File: src/rtl/alu_share_arbiter.sv
// Two-port arbiter in front of a single shared ALU: accepts one request at a time,
// registers its operands to the ALU, and returns the captured result on the winner's port.
module alu_share_arbiter #(
    parameter int unsigned DATA_WIDTH = 64,
    parameter int unsigned CTL_WIDTH  = 4,
    parameter bit          FIXED_PRIO = 1'b0
) (
    input  logic                  clk,
    input  logic                  reset,

    input  logic                  req0_valid,
    output logic                  req0_ready,
    input  logic [CTL_WIDTH-1:0]  req0_ctl,
    input  logic [DATA_WIDTH-1:0] req0_a,
    input  logic [DATA_WIDTH-1:0] req0_b,

    input  logic                  req1_valid,
    output logic                  req1_ready,
    input  logic [CTL_WIDTH-1:0]  req1_ctl,
    input  logic [DATA_WIDTH-1:0] req1_a,
    input  logic [DATA_WIDTH-1:0] req1_b,

    output logic                  rsp0_valid,
    input  logic                  rsp0_ready,
    output logic                  rsp1_valid,
    input  logic                  rsp1_ready,
    output logic [DATA_WIDTH-1:0] rsp_result,
    output logic                  rsp_zero,
    output logic                  rsp_err,

    output logic [CTL_WIDTH-1:0]  alu_ctl,
    output logic [DATA_WIDTH-1:0] alu_a,
    output logic [DATA_WIDTH-1:0] alu_b,
    input  logic [DATA_WIDTH-1:0] alu_result,
    input  logic                  alu_zero,

    output logic                  busy
);

    typedef enum logic [1:0] {
        IDLE = 2'd0,
        EXEC = 2'd1,
        RESP = 2'd2
    } state_t;

    state_t state;
    logic   last_grant;
    logic   owner;
    logic   grant_valid;
    logic   grant;
    logic   ctl_legal;
    logic   rsp_done;

    // Grant is only offered in IDLE; ties go to the fixed winner or alternate
    always_comb begin
        grant_valid = 1'b0;
        grant       = 1'b0;
        if (state == IDLE) begin
            if (req0_valid && req1_valid) begin
                grant_valid = 1'b1;
                grant       = FIXED_PRIO ? 1'b0 : ~last_grant;
            end else if (req0_valid) begin
                grant_valid = 1'b1;
                grant       = 1'b0;
            end else if (req1_valid) begin
                grant_valid = 1'b1;
                grant       = 1'b1;
            end
        end
    end

    assign req0_ready = grant_valid && !grant;
    assign req1_ready = grant_valid && grant;

    always_comb begin
        ctl_legal = 1'b0;
        case (alu_ctl)
            CTL_WIDTH'(4'b0000),
            CTL_WIDTH'(4'b0001),
            CTL_WIDTH'(4'b0010),
            CTL_WIDTH'(4'b0110),
            CTL_WIDTH'(4'b0111): ctl_legal = 1'b1;
            default:             ctl_legal = 1'b0;
        endcase
    end

    assign rsp_done = (rsp0_valid && rsp0_ready) || (rsp1_valid && rsp1_ready);

    always_ff @(posedge clk) begin
        if (reset) begin
            state      <= IDLE;
            last_grant <= 1'b1;
            owner      <= 1'b0;
            alu_ctl    <= '0;
            alu_a      <= '0;
            alu_b      <= '0;
            rsp0_valid <= 1'b0;
            rsp1_valid <= 1'b0;
            rsp_result <= '0;
            rsp_zero   <= 1'b0;
            rsp_err    <= 1'b0;
            busy       <= 1'b0;
        end else begin
            case (state)
                IDLE: begin
                    if (grant_valid) begin
                        alu_ctl    <= grant ? req1_ctl : req0_ctl;
                        alu_a      <= grant ? req1_a   : req0_a;
                        alu_b      <= grant ? req1_b   : req0_b;
                        owner      <= grant;
                        last_grant <= grant;
                        busy       <= 1'b1;
                        state      <= EXEC;
                    end
                end
                EXEC: begin
                    // Illegal codes never expose whatever the ALU produced
                    if (ctl_legal) begin
                        rsp_result <= alu_result;
                        rsp_zero   <= alu_zero;
                        rsp_err    <= 1'b0;
                    end else begin
                        rsp_result <= '0;
                        rsp_zero   <= 1'b0;
                        rsp_err    <= 1'b1;
                    end
                    rsp0_valid <= !owner;
                    rsp1_valid <= owner;
                    state      <= RESP;
                end
                RESP: begin
                    if (rsp_done) begin
                        rsp0_valid <= 1'b0;
                        rsp1_valid <= 1'b0;
                        busy       <= 1'b0;
                        state      <= IDLE;
                    end
                end
                default: begin
                    rsp0_valid <= 1'b0;
                    rsp1_valid <= 1'b0;
                    busy       <= 1'b0;
                    state      <= IDLE;
                end
            endcase
        end
    end

endmodule

File: config.mk
export PLATFORM = sky130hd
export DESIGN_NAME = alu_share_arbiter
export DESIGN_NICKNAME = d
export VERILOG_FILES = /design/src/rtl/alu_share_arbiter.sv
export SDC_FILE = /design/constraint.sdc
export NUM_CORES = 1
export LEC_CHECK = 0
export CAP_MARGIN = 40
export CORE_AREA = 5 5 206 208
export CTS_BUF_LIST = sky130_fd_sc_hd__clkbuf_4
export CTS_CLUSTER_DIAMETER = 30
export DETAILED_ROUTE_END_ITERATION = 6
export DIE_AREA = 0 0 211 213
export SLEW_MARGIN = 5
export SYNTH_ARGS = -nofsm -noshare
export SYNTH_HDL_FRONTEND = slang
export SYNTH_SLANG_ARGS = --single-unit
File: constraint.sdc
create_clock -name clk -period 2.3 [get_ports clk]
set_input_delay 0.23 -clock clk [delete_from_list [all_inputs] [get_ports clk]]
set_output_delay 0.23 -clock clk [all_outputs]
set_load 0.03 [all_outputs]
# == Word level (Yosys, flattened, before mapping) ==
# Cells that the tools add are included.
# totals
register_bits,205
output_inout_bits,203
word_cells,60
# op_classes
n_eq_ne,8
muxes,22
bitwise_logic,3
reduce_logical,15
# ops
op,n
$mux W64,3
$mux W1,12
$pmux W1 S3,3
$eq A4 B3 Y1 const B,2
$pmux W2 S3,1
$reduce_and A2 Y1,3
$logic_and A1 B1 Y1,5
$reduce_or A5 Y1,1
$eq A4 B1 Y1 const B,1
$eq A4 B2 Y1 const B,1
$logic_not A4 Y1,1
$mux W2,2
$mux W4,1
$ne A2 B2 Y1 const B,2
$not A1 Y1,3
$reduce_and A3 Y1,1
$eq A2 B1 Y1 const B,1
$eq A2 B2 Y1 const B,1
$logic_not A1 Y1,2
$logic_not A2 Y1,1
$logic_or A1 B1 Y1,1

# == Logic depth before layout (Yosys ltp) ==
# Gate-level depths: netlist of the first run.
# logic_depth
ltp_word,6
ltp_mapped,8
mapped_depth_nobuf,3

# == Least setup slack after synthesis of the first run ==
# No wires, ideal clock.
# synth_path
path_kind,register to output
startpoint,reg state[0]
endpoint,out req0_ready
arrival_time_ns,1.739
required_time_ns,2.070
setup_slack_ns,0.331
stages_incl_launch_ff,6
cell_sequence,dfxtp_1 buf_2 a211o_1 buf_2 nor2_1 nor2_1
# synth_between
elab_chain_cells,4
word_cells_on_any_way,5
classes_between,2 x mux; 3 x reduce/logical
# synth_rtl
element,line,rtl
from (decl),46,state_t state;
from (signal assigned),91,state <= IDLE;
from (signal assigned),113,state <= EXEC;
from (signal assigned),129,state <= RESP;
$logic_not A2 Y1 (*),58,if (state == IDLE) begin
$mux W1,58,
$logic_not A1 Y1,72,assign req0_ready = grant_valid && !grant;
$logic_and A1 B1 Y1 (*),72,
to (decl),12,"output logic req0_ready,"
# Every way passes the cells marked *; elsewhere a longest branch is shown, timed or not.

# == Final worst setup path of the first run ==
# Ends and elaborated chain as after synthesis.

==> key figures, run 1 <==
STA
  • Fmax: 468 MHz
  • Worst slew margin: 0.523
  • Worst hold margin: 0.132 ns
  • Hold Violations, Final: 0
  • Finish-stage setup viols: 0
  • Min Tclk post-route: 2.14 ns
  • Final period utilization: 0.928
  • Slew Limit Fails: 0
  • Setup TNS Final: 0 ns
  • Unrepaired setup endpoints after global routing: no
  • Clk_skew: 0.0394 ns
  • Worst Max-Slew Pin Slew: 0.716 ns

Placement
  • Port bufs: 537
  • DP HPWL: 30.0 mm
  • RePlAce Congestion: 0.835
  • Placed Cells: 1935

Worst setup path
  • Worst flop-to-flop path startpoint: state[0]
  • Reg-to-reg endpoint: alu_b[37]
  • CP Capture Point: req0_ready
  • Setup slack, reg-to-reg: 0.41 ns
  • Crit Path Class: register to output pin
  • Cell Chain, Critical Path: a211o_4, nor2_1, nor2_1, clkdlybuf4s15_2
  • Most used cell, CP: nor2_1
  • CP max FO: 8
  • CP bufs+invs: 1
  • CP Depth: 4
  • Crit. End Element: output pin
  • Delay of the slowest critical-path stage: 0.38 ns
  • Critical Path RT: 2.07 ns
  • Type of origin of the critical path: register
  • Worst Reg-to-Reg Cells: 5
  • Slowest CP cell: dfxtp_2
  • Kind of cell adding the most delay to the critical path: flip-flops
  • Critical Path Start: state[0]
  • Worst EP arrival: 1.91 ns

Final layout
  • Layout Nets: 1811
  • Util after Layout: 0.396
  • Most frequent cells in the layout: 533 x clkdlybuf4s50_1, 203 x dfxtp_1, 135 x a21oi_1, 132 x o21ai_0, 132 x nand4_1
  • Flip-flop and latch area: 0.00411 mm^2
  • Most common cell after layout, fill and taps aside: clkdlybuf4s50_1
  • Share of cells above drive strength 1: 0.152
  • Synth-to-Final Area Change: 70.3%
  • Area occupied by multi-input gates: 0.00464 mm^2
  • Non-filler instance count after layout: 2051
  • Fill cell count: 4089

Yosys
  • #FFs+latches synth: 205
  • Mapped Nets: 1317
  • Synth cell types: 30
  • Area contributors post-synth: dfxtp_1 44%, a311oi_2 13%, nand4_1 8.8%, a21oi_1 7.2%, o21ai_0 7.0%
  • Area leader, netlist: dfxtp_1
  • Mapped cell area: 0.00939 mm^2
  • Syn avg cell area: 9.56 um^2
  • Warnings, synthesis: 0
  • Sequential area share after synthesis: 0.437
  • Post-Syn Instances: 982
  • Post-synth top area share: 0.437

Global route
  • Largest net degree at the start of global routing: 120
  • Overflow after GRT: 0
  • First-pass GRT wire length: 64.6 mm
  • Gr usage total: 0.181
  • Initial antenna violation count: 2
  • Vias in the first global route: 10700

Clocking
  • CTS Buf Count: 68
  • Skew-Pair Late Insertion Delay: 0.71 ns
  • Clock tree buffer depth: 3
  • H-tree levels: 3
  • Root buf cell: clkbuf_4
  • Clk slew on worst S/H paths: 0.06 ns
  • Total clock sinks: 205
  • CTS tree: built

Route
  • Vias/cell: 5.21
  • Post-Route WL: 43.7 mm
  • Post-route ant nets: 0
  • Post-route DRC: 0
  • Iter 0 DRT Violations: 580
  • Routed len/inst: 21.3 um
  • DRT Pass-1 Iters: 5
  • Vias: 10700

Floorplan
  • DIE WIDTH: 211 um
  • Num rows: 74
  • Core area: 0.0404 mm^2
  • Starting density of the core: 0.233
  • Die Y: 213 um
  • IO Count: 538
  • Die Area: 0.0449 mm^2

Job
  • Max cap viols: 0

Power and ir drop
  • Tot Pwr: 12000 uW
  • Max VDD drop: 0.281 mV
  • Leak Pwr: 0.00543 uW
  • Pwr/cell area: 753 mW/mm^2

Worst hold path
  • Path type of the worst min-delay path: primary input to register
  • Hold Startpoint: req0_b[1]

Outcome
  • Outcome: complete, no violations
==> state kept, by name (all words and copies together), names as in the netlist <==
name / count
alu_a: 64
alu_b: 64
alu_ctl: 4
busy: 1
last_grant: 1
owner: 1
rsp0_valid: 1
rsp1_valid: 1
rsp_err: 1
rsp_result: 64
rsp_zero: 1
state: 2
==> power by group <==
| part | total, uW | switching, uW | internal [uW] |
|---|---|---|---|
| registers | 4230 | 249 | 3980 |
| clock network | 3490 | 1690 | 1800 |
| logic | 4320 | 2460 | 1860 |
==> worst register-to-register path, cell delays in order (launching register included) <==
cell and delay (ns):
dfxtp_2 0.38, nor2_4 0.21, buf_12 0.32, buf_12 0.38, nand4_1 0.20, a311oi_1 0.31
==> routing by layer <==
| metal | global-route usage | routed length [um] | vias up |
|---|---|---|---|
| met3 | 0.0751 | 4670 | 76 |
| met2 | 0.294 | 20900 | 580 |
| li1 | - | - | 4960 |
| met5 | 0 | 0 | - |
| met1 | 0.218 | 17100 | 5066 |
| met4 | 0.0581 | 1040 | 0 |
==> per-stage QoR <==
step           cell area, um^2  setup WS, ns
6_report                 16000         0.165
5_1_grt                  16000        0.0181
2_1_floorplan             9390         0.331
3_3_place_gp             15200         0.102
4_1_cts                  16000       0.00930
3_5_place_dp             15200         0.105
==> Yosys cell counts, drive strengths merged <==
cell type	count
o21ai	132
or2	1
nor3	3
or3b	1
nand2	3
a211o	2
a21oi	135
clkbuf	116
a221oi	1
a21boi	1
mux2i	1
dfxtp	205
a21o	1
a311oi	132
and3b	1
and2	1
nor2	8
nor4	1
a2bb2oi	1
nand4	132
nand2b	2
o21ba	1
inv	1
a22o	65
buf	32
nor2b	3
==> how the worst min path moves through the flow <==
stage	depth (start not counted)	to	slack, ns
2_1_floorplan	1	rsp_result[0]	0.36
3_3_place_gp	1	rsp_result[26]	0.46
3_5_place_dp	1	rsp_result[59]	0.46
4_1_cts	3	alu_b[46]	0.003
5_1_grt	2	rsp_result[23]	0.02
6_report	3	alu_b[1]	0.13
==> final cells by class <==
class,instances,area share
Clock buffer,89,0.0418
Multi-Input combinational cell,628,0.290
Tap cell,532,0.0416
Timing Repair Buffer,572,0.363
Sequential cell,205,0.257
Antenna cell,2,0.000313
Clock inverter,22,0.00641
Inverter,1,0.000313
==> cells by family (layout without fill, tap and decap cells) <==
group	count (synthesis)	in the layout	share of synthesized area
AO/OA/AOI/OAI	471	471	0.386
flip-flops	205	205	0.437
AND/OR/NAND/NOR	156	156	0.103
buffers and inverters	149	684	0.0731
multiplexers	1	1	0.00107
other	0	2	0
==> what timing repair did <==
action,4_1_cts,5_1_grt
hold endpoints to repair,20,0
gates resized for setup,4,1
hold buffers,3,0
pin swaps,0,1
endpoints found under the setup margin,1,1
setup buffers,0,0
Note: power is estimated with default switching activity, not from simulation.
==> run 2, diff against run 1 <==
- CORE_AREA: 5 5 206 208 -> 10 10 200 202
- DIE_AREA: 0 0 211 213 -> 0 0 210 212
==> key figures, run 2 (same netlist as run 1, synthesis figures left out) <==
Final layout
  • Fill cell count: 3495
  • Share of cells above drive strength 1: 0.150
  • Regs by FF count: alu_a (64), alu_b (64), rsp_result (64)
  • Synth-to-Final Area Change: 71.1%
  • Cell area after layout: 0.0161 mm^2
  • Most common cell after layout, fill and taps aside: clkdlybuf4s50_1
  • Non-filler instance count after layout: 1997
  • Layout Nets: 1812
  • Most frequent cells in the layout: 533 x clkdlybuf4s50_1, 203 x dfxtp_1, 135 x a21oi_1, 132 x o21ai_0, 132 x nand4_1

Placement
  • Post-DP Area: 0.0152 mm^2
  • RePlAce Congestion: 0.817
  • DP HPWL: 32.3 mm
  • DP Worst Slack: 0.113 ns
  • Port bufs: 537
  • Placed Cells: 1869

Power and ir drop
  • Sw Share: 0.357
  • Pwr/cell area: 773 mW/mm^2
  • Leak Pwr: 0.00549 uW
  • Pint: 7990 uW
  • Logic pwr share: 0.352
  • Clock power frac: 0.308
  • Psw: 4440 uW
  • Reg power frac: 0.340
  • Max VDD drop: 0.491 mV

Clocking
  • CTS tree: built
  • Clk slew on worst S/H paths: 0.06 ns
  • Root buf cell: clkbuf_4
  • Clock tree buffer depth: 3
  • H-tree levels: 3
  • Total clock sinks: 205
  • CTS Buf Count: 71
  • Skew-Pair Late Insertion Delay: 0.72 ns

Route
  • DR WL met2: 21.8 mm
  • Met1 WL: 18.4 mm
  • Top sig layer: met5
  • Post-Route WL: 46.6 mm
  • Post-route ant nets: 0
  • DRT Pass-1 Iters: 6
  • Post-route DRC: 0
  • Vias/cell: 5.37
  • Vias: 10700
  • Routed len/inst: 23.3 um
  • Met3 routed WL: 5.06 mm
  • Iter 0 DRT Violations: 709

Worst hold path
  • Path type of the worst min-delay path: primary input to register
  • Worst hold stages: 3

Worst setup path
  • Crit. End Element: output pin
  • Worst Reg-to-Reg Cells: 5
  • Delay of the slowest critical-path stage: 0.37 ns
  • Critical Path RT: 2.07 ns
  • CP max FO: 8
  • Cell Chain, Critical Path: a211o_4, nor2_1, nor2_1, clkdlybuf4s15_2
  • Type of origin of the critical path: register
  • Most used cell, CP: nor2_1
  • Worst EP arrival: 1.89 ns
  • Slowest CP cell: dfxtp_2
  • Crit Path Class: register to output pin

STA
  • Min Tclk post-route: 2.12 ns
  • Slew Limit Fails: 0
  • Fmax: 471 MHz
  • Finish-stage setup viols: 0
  • Worst slew margin: 0.532
  • Setup TNS Final: 0 ns
  • Min setup slack post-route: 0.175 ns
  • Clk_skew: 0.0332 ns
  • Unrepaired setup endpoints after global routing: no
  • Worst hold margin: 0.111 ns
  • Final period utilization: 0.924
  • Worst Max-Slew Pin Slew: 0.702 ns
  • Hold Violations, Final: 0

Global route
  • Vias in the first global route: 10700
  • First-pass GRT wire length: 68.4 mm
  • Overflow after GRT: 0
  • Gr usage total: 0.196
  • Initial antenna violation count: 6
  • Largest net degree at the start of global routing: 133

Job
  • Max cap viols: 0

Floorplan
  • IO Count: 538
  • Die Area: 0.0445 mm^2
  • Starting density of the core: 0.260
  • Num rows: 70
  • DIE WIDTH: 210 um
  • Die Y: 212 um
  • Core area: 0.0361 mm^2

Outcome
  • Outcome: complete, no violations
## run 2: cell type report
cell class / count / area, um^2 / share of cell area
clock buffers: 94 / 706 / 0.0439
inverters: 1 / 5.00 / 0.000311
well taps: 468 / 586 / 0.0364
multi-input cells: 628 / 4640 / 0.288
flip-flops and latches: 205 / 4110 / 0.256
repair buffers: 570 / 5870 / 0.365
clock inverters: 24 / 149 / 0.00927
diodes: 7 / 17.5 / 0.00109
## run 2: what timing repair did
action,in CTS,in global routing
setup buffers,0,0
hold buffers,3,0
endpoints found under the hold margin,22,0
gates resized for setup,5,0
setup endpoints to repair,1,0
## run 2: metal layers
metal,global-route usage,vias to the layer above
li1,-,4975
met1,0.222,5130
met2,0.311,530
met3,0.0899,88
met4,0.0841,2
met5,0,-
## run 2: worst max-delay path: cells and delay by family, from the launching register on
family	cells	cell delay, ns
flops	1	0.37
compound gates	1	0.34
simple gates	2	0.21
buf+inv	1	0.29
## run 2: per-stage QoR
stage                      util  total power, uW
after floorplan               -             6660
after global placement    0.420             8660
after detailed placement  0.420             8690
after CTS                 0.445            12600
after global routing      0.445            13100
final                     0.445            12400
## run 2: worst paths after layout
path / from / end / slack (ns)
worst min-delay path: req0_b[63] / alu_b[63] / 0.11
worst max-delay path: state[0] / req0_ready / 0.18
worst max register to register: state[1] / alu_b[33] / 0.46
worst min register to register: rsp_result[63] / rsp_result[63] / 0.48
## run 2: power by group through the flow
| stage | Sequential, uW | Combinational (uW) | Clock (uW) |
|---|---|---|---|
| floorplan | 5080 | 1580 | 0 |
| global placement | 4290 | 4380 | 0 |
| detailed placement | 4300 | 4400 | 0 |
| CTS | 4230 | 4410 | 4000 |
| global route | 4270 | 4630 | 4190 |
| finish | 4230 | 4380 | 3820 |
==> run 3, diff against run 2 <==
- CORE_AREA: 10 10 200 202 -> 5 5 206 208
- DIE_AREA: 0 0 210 212 -> 0 0 211 213
==> results of run 3 <==
Same layout as run 1: the final DEF is identical, and so are final timing and power.
